[src/rtl/mem_arb_pkg.sv]
// Shared types and default sizes for the IF/DM memory port arbiter.
package mem_arb_pkg;

  typedef enum logic [1:0] {
    IDLE    = 2'd0,
    BUSY_IF = 2'd1,
    BUSY_DM = 2'd2
  } arb_state_e;

  localparam int DEF_LATENCY = 2;
  localparam int DEF_ADDR_W  = 16;
  localparam int DEF_DATA_W  = 16;

  // Wide enough to hold LATENCY-1 for latencies 1..15.
  localparam int CNT_W = 4;

  localparam logic PORT_IF = 1'b0;
  localparam logic PORT_DM = 1'b1;

endpackage

[src/rtl/mem_lat_counter.sv]
// Loadable down-counter with a zero flag; paces each access through BUSY.
module mem_lat_counter
  import mem_arb_pkg::*;
#(
  parameter int W = CNT_W
) (
  input  logic         clk,
  input  logic         rst,
  input  logic         load,
  input  logic [W-1:0] value,
  input  logic         dec,
  output logic         zero
);

  logic [W-1:0] count;

  // NOTE: registers use non-blocking assignments so every flop samples pre-edge values.
  always_ff @(posedge clk) begin
    if (rst)
      count <= '0;
    else if (load)
      count <= value;
    else if (dec && count != '0)
      count <= count - W'(1);
  end

  assign zero = (count == '0);

endmodule

[src/rtl/mem_port_arbiter.sv]
// Arbitrates the IF and DM ports onto a single-ported word memory with a fixed
// multi-cycle access latency. Define ARB_ROUND_ROBIN_EN for round-robin grants.
module mem_port_arbiter
  import mem_arb_pkg::*;
#(
  parameter int LATENCY = DEF_LATENCY,
  parameter int ADDR_W  = DEF_ADDR_W,
  parameter int DATA_W  = DEF_DATA_W
) (
  input  logic              clk,
  input  logic              rst,
  input  logic              if_req,
  input  logic [ADDR_W-1:0] if_addr,
  output logic              if_stall,
  output logic              if_done,
  output logic [DATA_W-1:0] if_rdata,
  input  logic              dm_req,
  input  logic              dm_wr,
  input  logic [ADDR_W-1:0] dm_addr,
  input  logic [DATA_W-1:0] dm_wdata,
  output logic              dm_stall,
  output logic              dm_done,
  output logic [DATA_W-1:0] dm_rdata,
  input  logic              halt,
  output logic              mem_enable,
  output logic              mem_wr,
  output logic [ADDR_W-1:0] mem_addr,
  output logic [DATA_W-1:0] mem_data_in,
  input  logic [DATA_W-1:0] mem_data_out,
  output logic              mem_createdump
);

  localparam logic [CNT_W-1:0] LOAD_VAL = CNT_W'(LATENCY - 1);

  arb_state_e        state, state_nxt;
  logic              cnt_zero, access, busy;
  logic              if_ok, dm_ok, grant_if, grant_dm;
  logic [ADDR_W-1:0] lat_addr;
  logic              lat_wr;
  logic [DATA_W-1:0] lat_wdata;

  // A port is never re-granted during its own done cycle.
  assign if_ok  = if_req & ~if_done;
  assign dm_ok  = dm_req & ~dm_done;
  assign busy   = (state == BUSY_IF) || (state == BUSY_DM);
  assign access = busy & cnt_zero;

`ifdef ARB_ROUND_ROBIN_EN
  logic last_grant;

  always_comb begin
    grant_if = 1'b0;
    grant_dm = 1'b0;
    if (state == IDLE) begin
      if (if_ok && dm_ok) begin
        grant_dm = (last_grant == PORT_IF);
        grant_if = (last_grant == PORT_DM);
      end else begin
        grant_dm = dm_ok;
        grant_if = if_ok;
      end
    end
  end

  always_ff @(posedge clk) begin
    if (rst)
      last_grant <= PORT_IF;
    else if (grant_dm)
      last_grant <= PORT_DM;
    else if (grant_if)
      last_grant <= PORT_IF;
  end
`else
  always_comb begin
    grant_dm = (state == IDLE) && dm_ok;
    grant_if = (state == IDLE) && if_ok && !dm_ok;
  end
`endif

  mem_lat_counter #(.W(CNT_W)) u_lat_counter (
    .clk   (clk),
    .rst   (rst),
    .load  (grant_if | grant_dm),
    .value (LOAD_VAL),
    .dec   (busy),
    .zero  (cnt_zero)
  );

  always_ff @(posedge clk) begin
    if (rst)
      state <= IDLE;
    else
      state <= state_nxt;
  end

  always_comb begin
    // NOTE: default first so every path assigns state_nxt and no latch is inferred.
    state_nxt = state;
    case (state)
      IDLE: begin
        if (grant_dm)
          state_nxt = BUSY_DM;
        else if (grant_if)
          state_nxt = BUSY_IF;
      end
      BUSY_IF, BUSY_DM: begin
        if (cnt_zero)
          state_nxt = IDLE;
      end
      default: state_nxt = IDLE;
    endcase
  end

  // Memory strobes are masked during rst so the memory's image load is undisturbed.
  always_comb begin
    mem_enable     = access & ~rst;
    mem_wr         = mem_enable & lat_wr;
    mem_addr       = mem_enable ? lat_addr : '0;
    mem_data_in    = mem_enable ? lat_wdata : '0;
    mem_createdump = halt & (state == IDLE) & ~rst;
  end

  assign if_stall = if_req & ~if_done;
  assign dm_stall = dm_req & ~dm_done;

  always_ff @(posedge clk) begin
    if (rst) begin
      lat_addr  <= '0;
      lat_wr    <= 1'b0;
      lat_wdata <= '0;
      if_done   <= 1'b0;
      dm_done   <= 1'b0;
      if_rdata  <= '0;
      dm_rdata  <= '0;
    end else begin
      if (grant_dm) begin
        lat_addr  <= dm_addr;
        lat_wr    <= dm_wr;
        lat_wdata <= dm_wdata;
      end else if (grant_if) begin
        lat_addr  <= if_addr;
        lat_wr    <= 1'b0;
        lat_wdata <= '0;
      end
      if_done <= access && (state == BUSY_IF);
      dm_done <= access && (state == BUSY_DM);
      if (access && state == BUSY_IF)
        if_rdata <= mem_data_out;
      if (access && state == BUSY_DM && !lat_wr)
        dm_rdata <= mem_data_out;
    end
  end

endmodule

[config.mk]
export PLATFORM = sky130hd
export DESIGN_NAME = mem_port_arbiter
export DESIGN_NICKNAME = d
export VERILOG_FILES = /design/src/rtl/mem_arb_pkg.sv /design/src/rtl/mem_lat_counter.sv /design/src/rtl/mem_port_arbiter.sv
export SDC_FILE = /design/constraint.sdc
export NUM_CORES = 1
export LEC_CHECK = 0
export CORE_MARGIN = 5
export CORE_UTILIZATION = 40
export CTS_BUF_LIST = sky130_fd_sc_hd__clkbuf_2 sky130_fd_sc_hd__clkbuf_4 sky130_fd_sc_hd__clkbuf_8
export CTS_CLUSTER_DIAMETER = 120
export DETAILED_ROUTE_END_ITERATION = 8
export PLACE_DENSITY = 0.79
export SYNTH_ARGS = -nofsm -noshare
export SYNTH_HDL_FRONTEND = slang
export SYNTH_SLANG_ARGS = --single-unit
[constraint.sdc]
create_clock -name clk -period 1.9 [get_ports clk]
set_input_delay 0.38 -clock clk [delete_from_list [all_inputs] [get_ports clk]]
set_output_delay 0.38 -clock clk [all_outputs]
set_load 0.1 [all_outputs]
Word-level counts from Yosys, hierarchy flattened

Cells that the tools add are included.

Register bits: 73
Bits of input ports: 70
Word-level logic and storage cells: 58

Add/subtract/negate cells: 1
Equal/unequal tests: 4
Multiplexer cells: 14
Bitwise logic cells: 11
Reduce and logical (&&, ||, !) cells: 18

Operators with widths:

| kind                  | count |
|---|---|
| $mux W16              | 6 |
| $and A1 B1 Y1         | 7 |
| $logic_and A1 B1 Y1   | 7 |
| $mux W2               | 3 |
| $logic_not A4 Y1      | 1 |
| $mux W1               | 4 |
| $pmux W2 S2           | 1 |
| $reduce_bool A2 Y1    | 2 |
| $reduce_bool A4 Y1    | 1 |
| $reduce_or A2 Y1      | 2 |
| $sub A4 B1 Y4 const B | 1 |
| $ne A3 B3 Y1 const B  | 1 |
| $not A1 Y1            | 3 |
| $eq A2 B1 Y1 const B  | 1 |
| $eq A2 B2 Y1 const B  | 1 |
| $logic_not A1 Y1      | 2 |
| $logic_not A2 Y1      | 1 |
| $ne A2 B2 Y1 const B  | 1 |
| $reduce_and A2 Y1     | 1 |
| $logic_or A1 B1 Y1    | 1 |
| $or A1 B1 Y1          | 1 |

Logic depth before layout (Yosys ltp)

Depth after elaboration: 7
Depth in mapped cells: 7
Mapped depth without buffers: 5

By module

From an unflattened synthesis, not the netlist that was laid out.

Cell total of the unflattened synthesis: 372
Area total of the unflattened synthesis: 3,231.8 um2

Modules (own cells, without submodules):

| module           | instances | cells an instance | area an instance (um2) |
|---|---|---|---|
| mem_port_arbiter | 1         | 343               | 2,969.1 |
| mem_lat_counter  | 1         | 29                | 262.8 |

Worst setup path after synthesis

Ideal clock, no wire load.

Path kind: register to register
Start point: reg if_done
End point: reg lat_addr[10]
Arrival: 3,160 ps
Data required time: 1,781 ps
Setup slack: -1,379 ps
Stages on the path, launching flop included: 5
Period minus slack after synthesis: 3,279 ps
Cell sequence: dfxtp_1 -> nor2b_1 -> nand3_1 -> clkbuf_1 -> o221a_2

Longest elaborated chain between the ends: 5

RTL lines:

| element                             | line                    | RTL |
|---|---|---|
| start: declaration                  | mem_port_arbiter.sv:15  | `output logic if_done,` |
| start signal: assignment            | mem_port_arbiter.sv:145 | `if_done <= access && (state == BUSY_IF);` |
| $not A1 Y1                          | -                       |  |
| $and A1 B1 Y1                       | -                       |  |
| net if_stall                        | mem_port_arbiter.sv:14  | `output logic if_stall,` |
| $logic_and A1 B1 Y1 (2 in a row)    | mem_port_arbiter.sv:76  | `grant_if = (state == IDLE) && if_ok && !dm_ok;` |
| $reduce_bool A2 Y1 (no source line) | -                       |  |
| end signal: assignment              | mem_port_arbiter.sv:137 | `lat_addr <= dm_addr;` |
| end signal: assignment              | mem_port_arbiter.sv:141 | `lat_addr <= if_addr;` |
| end: declaration                    | mem_port_arbiter.sv:38  | `logic [ADDR_W-1:0] lat_addr;` |

The timed path passes the listed nets, and every way through them passes these cells.
A chain may end at the register's enable or synchronous reset.

Worst setup path after layout

Start point: reg state[0]
End point: out mem_data_in[2]

Longest elaborated chain between the ends: 5
Elaborated cells between the ends (all ways): 6
Classes of those cells: eq/ne: 2; mux: 1; bitwise: 2; reduce/logical: 1

RTL lines:

| element                                             | line                    | RTL |
|---|---|---|
| start: declaration                                  | mem_port_arbiter.sv:35  | `arb_state_e state, state_nxt;` |
| start signal: assignment                            | mem_port_arbiter.sv:93  | `state <= state_nxt;` |
| $eq A2 B1 Y1 / $eq A2 B2 Y1 (equally long branches) | mem_port_arbiter.sv:45  | `assign busy = (state == BUSY_IF) \|\| (state == BUSY_DM);` |
| $logic_or A1 B1 Y1 (*)                              | mem_port_arbiter.sv:45  |  |
| $and A1 B1 Y1 (*)                                   | mem_port_arbiter.sv:46  | `assign access = busy & cnt_zero;` |
| $and A1 B1 Y1 (*)                                   | mem_port_arbiter.sv:116 | `mem_enable = access & ~rst;` |
| $mux W16 (*)                                        | mem_port_arbiter.sv:119 | `mem_data_in = mem_enable ? lat_wdata : '0;` |
| end: declaration                                    | mem_port_arbiter.sv:28  | `output logic [DATA_W-1:0] mem_data_in,` |

Every way passes the cells marked *; elsewhere a longest branch is shown, timed or not.

==> flow_metrics.env <==
export IMPL_synth_top_area_share_pct=44.3
export IMPL_pwr_share_seq_pct=38.1
export IMPL_maxSlewHeadroom_pct=52.4
export IMPL_p_sw_share_pct=34.2
export IMPL_netlist_instances=385
export IMPL_drv_cap=0
export IMPL_grt_setup_unrepaired="true"
export IMPL_drt_vias_per_instance=5.38
export IMPL_ys_flop_type="dfxtp_1"
export IMPL_syn_nets=460
export IMPL_wl_per_cell_um=16.5
export IMPL_layout_setup_ws_ps=-342
export IMPL_cp_max_fo=17
export IMPL_synth_common_cells="dfxtp_1, a21oi_1, o21ai_0"
export IMPL_grt_first_pass_wirelength_um=15900
export IMPL_whs_ps=463
export IMPL_gp_congestion=0.827
export IMPL_io_buffers=140
export IMPL_setup_violations=34
export IMPL_grt_usage_pct=19.3
export IMPL_clock_sinks=73
export IMPL_synth_seq_cells=73
export IMPL_core_area_um2=8130
export IMPL_initial_core_util_pct=40.6
export IMPL_antenna_found_initial=0
export IMPL_syn_cell_area_um2=3300
export IMPL_hold_class="register to register"
export IMPL_drv_slew=0
export IMPL_synth_seq_area_share_pct=44.3
export IMPL_grt_max_degree=91
export IMPL_clock_path_buffers=2
export IMPL_dp_cells=606
export IMPL_fillerInstances=615
export IMPL_syn_avg_cell_area_um2=8.58
export IMPL_cp_start_kind="register"
export IMPL_vias=3362
export IMPL_clkLatencyLatePin_ps=340
export IMPL_arrival_ps=1860
export IMPL_finalNetCount=590
export IMPL_cts_root_buf="clkbuf_8"
export IMPL_power_density_nw_per_um2=812
export IMPL_timing_final_crit_period_ps=2240
export IMPL_wirelength_um=10300
export IMPL_multiInputGateArea_um2=1770
export IMPL_tritoncts="built"
export IMPL_netlist_cell_type_count=36
export IMPL_path_clk_slew_ps=70
export IMPL_synth_area_leader_cell="dfxtp_1"
export IMPL_grt_pass1_vias=3175
export IMPL_drive_above_1_share_pct=32.9
export IMPL_endpoint_kind="primary output"
export IMPL_status="finished with violations"
export IMPL_areaGrowthSynthToFinish_pct=68.6
export IMPL_seq_area_um2=1470
export IMPL_synth_edff_count=0
export IMPL_fmax_mhz=446
export IMPL_finalCritPeriodShare_pct=118
export IMPL_drt_iter0_markers=140
export IMPL_die_w_um=101
export IMPL_ir_drop_uv=437
export IMPL_cts_htree_levels=3
export IMPL_finalNonFillerCells=625
export IMPL_clkPwrFrac_pct=27.1
export IMPL_power_leakage_nw=2.17
export IMPL_worst_pin_slew_ps=710
export IMPL_comb_power_share_pct=34.8
export IMPL_overflow=0
export IMPL_post_synth_top_count_cell="dfxtp_1"
export IMPL_power_mw=4.52
export IMPL_die_area_um2=10200
export IMPL_io_pins=141
export IMPL_hpwl_um=7090
export IMPL_final_area_um2=5570
export IMPL_tns_ps=-11020
export IMPL_synthTopCellsByArea="dfxtp_1, a21oi_1, o21ai_0"
export IMPL_dpl_cell_area_um2=5310
export IMPL_p_int_mw=2.98
export IMPL_failed_checks="setup timing"
export IMPL_net_switching_power_mw=1.54
export IMPL_worstPathRequired_ps=1520
export IMPL_worstSetupPathType="register to primary output"
export IMPL_synthArstFlopShare_pct=0
export IMPL_fp_dieH_um=101
export IMPL_cts_made_buffers=9
export IMPL_hold_viol=0
export IMPL_skew_ps=7.29
export IMPL_rows=33
export IMPL_drt_antenna_violating_nets=0
export IMPL_antennaDiodeCount=0
export IMPL_drc=0
export IMPL_drtPass1Iterations=4
export IMPL_ys_warn_count=0
==> sequential cells by signal, indices dropped and copies added (netlist names) <==
| signal | flops |
|---|---|
| dm_rdata | 16 |
| u_lat_counter.count | 4 |
| lat_wr | 1 |
| dm_done | 1 |
| state | 2 |
| if_done | 1 |
| lat_wdata | 16 |
| lat_addr | 16 |
| if_rdata | 16 |
==> cell families after synthesis <==
family                   after synthesis  share of synthesized area [%]
AO/OA/AOI/OAI                        125                           23.0
buffers and inverters                 58                           7.39
flip-flops                            73                           44.3
adder cells (fa/ha/maj)                5                           1.89
AND/OR/NAND/NOR                      124                           23.4
==> power by group through the flow <==
stage | combinational (mW) | clock (mW) | sequential, mW
after floorplan | 0.870 | 0 | 1.88
final | 1.57 | 1.23 | 1.72
after detailed placement | 1.53 | 0 | 1.76
after global placement | 1.51 | 0 | 1.75
after CTS | 1.54 | 1.26 | 1.72
after global routing | 1.66 | 1.32 | 1.74
==> per-stage QoR <==
| stage | util [%] | setup slack [ps] |
|---|---|---|
| floorplan | - | -85.3 |
| global placement | 65.3 | -8.92 |
| detailed placement | 65.3 | -42.5 |
| CTS | 67.8 | -396 |
| global route | 68.4 | -410 |
| finish | 68.4 | -342 |
==> critical path, cell delays in order (launching register included) <==
cell       delay [ps]
dfxtp_2           340
inv_2              60
ha_4              290
nand4bb_4         130
nor2_4            170
clkbuf_16         210
and2_4            160
buf_12            170
==> cells in the final DEF, fill, tap and decap left out, drive strengths merged, types with 2 or more instances in the layout <==
cell type and count:
o221a 16, and3b 2, clkdlybuf4s50 68, a21oi 50, a211oi 2, or3b 2, nand2 2, inv 21
nand3 34, nand2b 20, a21o 2, nor3 2, dfxtp 73, o21ai 50, nand3b 19, clkbuf 14
nor2b 2, clkinv 2, ha 5, buf 86, and2 34
==> layer usage <==
metal	global-route usage, %	wire length, um	vias up	share of wire, %
li1	-	-	1612	-
met1	25.5	4480	1581	44
met2	31.0	4700	157	46
met3	4.98	975	12	9.5
met4	5.80	136	0	1.3
met5	0	0	-	0
==> path summary, 6_finish.rpt <==
path / depth (start not counted) / end / from / slack [ps]
setup / recovery: 7 / mem_data_in[2] / state[0] / -340
hold / removal: 2 / lat_wdata[0] / lat_wdata[0] / 460
setup reg to reg: 5 / u_lat_counter.count[3] / state[0] / 70
hold reg to reg: 2 / lat_wdata[0] / lat_wdata[0] / 460
==> cell type report <==
type	instances	share of cell area, %
Clock inverter	3	0.719
Inverter	22	1.60
Tap cell	105	2.36
Clock buffer	13	2.88
Sequential cell	73	26.4
Multi-Input combinational cell	254	31.7
Timing Repair Buffer	155	34.3
==> repair_timing <==
item | in CTS | in global routing
pin swaps | 1 | 1
endpoints found under the setup margin | 50 | 53
cloned | 0 | 1
gates resized for setup | 0 | 5
setup buffers | 0 | 2
hold buffers | 0 | 0
No activity file was read; power rests on OpenSTA's default activity.
==> RTL change: new RTL, config.mk and constraints unchanged <==
Set the package constant `DEF_ADDR_W` to 15 (it was 16).
--- a/src/rtl/mem_arb_pkg.sv
+++ b/src/rtl/mem_arb_pkg.sv
@@ -10,3 +10,3 @@
   localparam int DEF_LATENCY = 2;
-  localparam int DEF_ADDR_W  = 16;
+  localparam int DEF_ADDR_W  = 15;
   localparam int DEF_DATA_W  = 16;
Interface: changed (resized dm_addr, if_addr and mem_addr); port bits go from 141 to 138. No check against the original RTL was run, so the function may have changed too.
==> RTL change against the original RTL <==
The run still ends with negative setup slack left. Combinational power rose by 6%. Setup slack got worse by 0.053 ns. Critical path depth rose by 1. Hold slack improved by 0.013 ns. Area after synthesis fell by 1.1%. Largest power group unchanged. Sequential cell count fell by 1. Cell count rose by 0.64%. Power rose by 2.5%. Cell area rose by 1.7%. Wire length rose by 7.1%.
==> RTL change: results (changes against the original RTL) <==
* Wire per inst at 17.5 um (+6.4%)
* Clk_lat worst skew at 0.35 ns
* Total iterations of the first detailed-routing run at 4 (unchanged)
* Initial antenna violation count at 0 (unchanged)
* Clock Tree Buf Depth at 2 (unchanged)
* Nets@finish at 593 (+0.51%)
* Failing checks: negative setup slack
* Synth Area in XOR/XNOR at 0 (unchanged)
* Clk root buf: clkbuf_8
* ANT cells at 0 (unchanged)
* Setup-failing EPs final at 33 (-2.9%)
* Drt initial violations at 142 (+1.4%)
* Biggest regs: dm_rdata x16, if_rdata x16, lat_wdata x16
* Largest net degree at the start of global routing at 90 (-1.1%)
* CP arrival at 1.91 ns (+0.05 ns)
* I/O Buffers at 137 (-2.1%)
* Vias/cell at 5.32 (-1.1%)
* Vias in the first global route at 3,301 (+4.0%)
* Synthesis warning total at 0 (unchanged)
* Slew @ Worst Pin at 0.641 ns (-0.0686 ns)
* Sum Neg Setup Slack at -12.38 ns (-1.36 ns)
* Status: finished with violations
* Switching power at 1.58 mW (+2.1%)
* Top cells by area, synth: dfxtp_1 (44%), a21oi_1 (7.5%), o21ai_0 (7.5%), and2_1 (6.3%), nand3_1 (5.2%)
* Synth Area in Compound Gates at 0.228 (-0.00251)
* Peak supply drop at 0.000454 V (+3.8%)
* Grt total ovfl at 0 (unchanged)
* Clock skew at 0.00782 ns (+0.000524 ns)
* Syn nets at 453 (-1.5%)
* Layout cells sized above 1 at 0.349 (+0.0204)
* Mux share of post-synthesis cell area at 0 (unchanged)
* Commonest cells post-synth: dfxtp_1 (72), a21oi_1 (49), o21ai_0 (49)
* Power Dens Cells at 819 nW/um^2 (+0.81%)
* GRT Resource Usage Total at 0.206 (+0.0128)
* Hold crit path type: reg -> reg
* Post-synth top flop: dfxtp_1
* Hpwl dp at 7330 um (+3.4%)
* H-tree levels at 3 (unchanged)
* Adder-cell share of the synthesized area at 0.0191 (+0.000203)
* Unique cell type count in the Yosys netlist at 36 (unchanged)
* Gpl congestion at 0.822 (-0.66%)
* Leakage at 2.21 nW (+1.9%)
* Synth async-reset ratio at 0 (unchanged)
* First-pass GRT wire length at 16,600 um (+4.6%)
* Worst setup margin at -0.394 ns (-0.0526 ns)
* Sequential area share after synthesis at 0.441 (-0.00138)
* Total CTS buffers at 9 (unchanged)
* CTS clk-pin slew, worst paths at 0.07 ns (about the same)
* Crit path max fanout at 8 (-9)
==> RTL change: cell count changes in the layout (fill, tap and decap cells not counted), sizes merged <==
| cell | delta |
|---|---|
| dfxtp | -1 |
| clkdlybuf4s50 | -2 |
| inv | -1 |
| and2 | -1 |
| a21oi | -1 |
| buf | +10 |
| clkinvlp | +1 |
| clkbuf | +2 |
| clkinv | -2 |
| o221a | -1 |
==> RTL change: timing repair <==
action / 4_1_cts / 5_1_grt
pin swaps: 0 / 13
setup buffers: 0 / 6
setup endpoints to repair: 33 / 56
resized for setup: 1 / 7
cloned: 0 / 5
==> RTL change: final cells by class <==
| class | count | area (um^2) |
|---|---|---|
| fillers | 594 | 2430 |
| repair buffers | 165 | 2040 |
| multi-input cells | 251 | 1750 |
| flip-flops and latches | 72 | 1450 |
| clock buffers | 13 | 173 |
| well taps | 105 | 131 |
| inverters | 21 | 85.1 |
| clock inverters | 2 | 37.5 |
==> RTL change: worst max-delay path, stage by stage, from the launching register on <==
cell and delay [ns]:
dfxtp_2 0.37, inv_4 0.05, ha_4 0.28, nand4bb_4 0.13, nor2_4 0.12, buf_12 0.14, clkbuf_16 0.15, and2_4 0.15
buf_12 0.17
==> RTL change: final timing paths <==
path	startpoint	end	slack, ns	depth (start not counted)
min	if_rdata[3]	if_rdata[3]	0.48	2
max	state[1]	mem_addr[0]	-0.39	8
max reg2reg	state[1]	u_lat_counter.count[3]	0.05	5
min reg2reg	if_rdata[3]	if_rdata[3]	0.48	2
==> RTL change: metal layers <==
layer,global-route usage,part of all wire,vias to the layer above
met3,0.0792,0.10,9
met1,0.254,0.41,1592
met4,0.0622,0.0067,0
met2,0.334,0.48,138
met5,0,0,-
li1,-,-,1607
==> RTL change: kinds of logic after synthesis <==
family          count (synthesis)
fa+ha+maj                       5
flops                          72
compound gates                123
simple gates                  123
buf+inv                        57
==> RTL change: power groups by stage <==
stage | logic (mW) | clock network [mW] | registers, mW
2_1_floorplan | 0.868 | 0 | 1.85
6_report | 1.66 | 1.27 | 1.70
3_3_place_gp | 1.50 | 0 | 1.72
3_5_place_dp | 1.52 | 0 | 1.73
5_1_grt | 1.76 | 1.36 | 1.71
4_1_cts | 1.53 | 1.30 | 1.70
==> RTL change: stage by stage <==
stage           util  setup slack (ns)  instance area, um^2  cells
2_1_floorplan      -           -0.0839                 3480    380
3_3_place_gp   0.652            0.0327                 5280    603
3_5_place_dp   0.652          -0.00549                 5280    603
4_1_cts        0.679            -0.405                 5490    618
5_1_grt        0.700            -0.446                 5660    629
6_report       0.700            -0.394                 5660    629
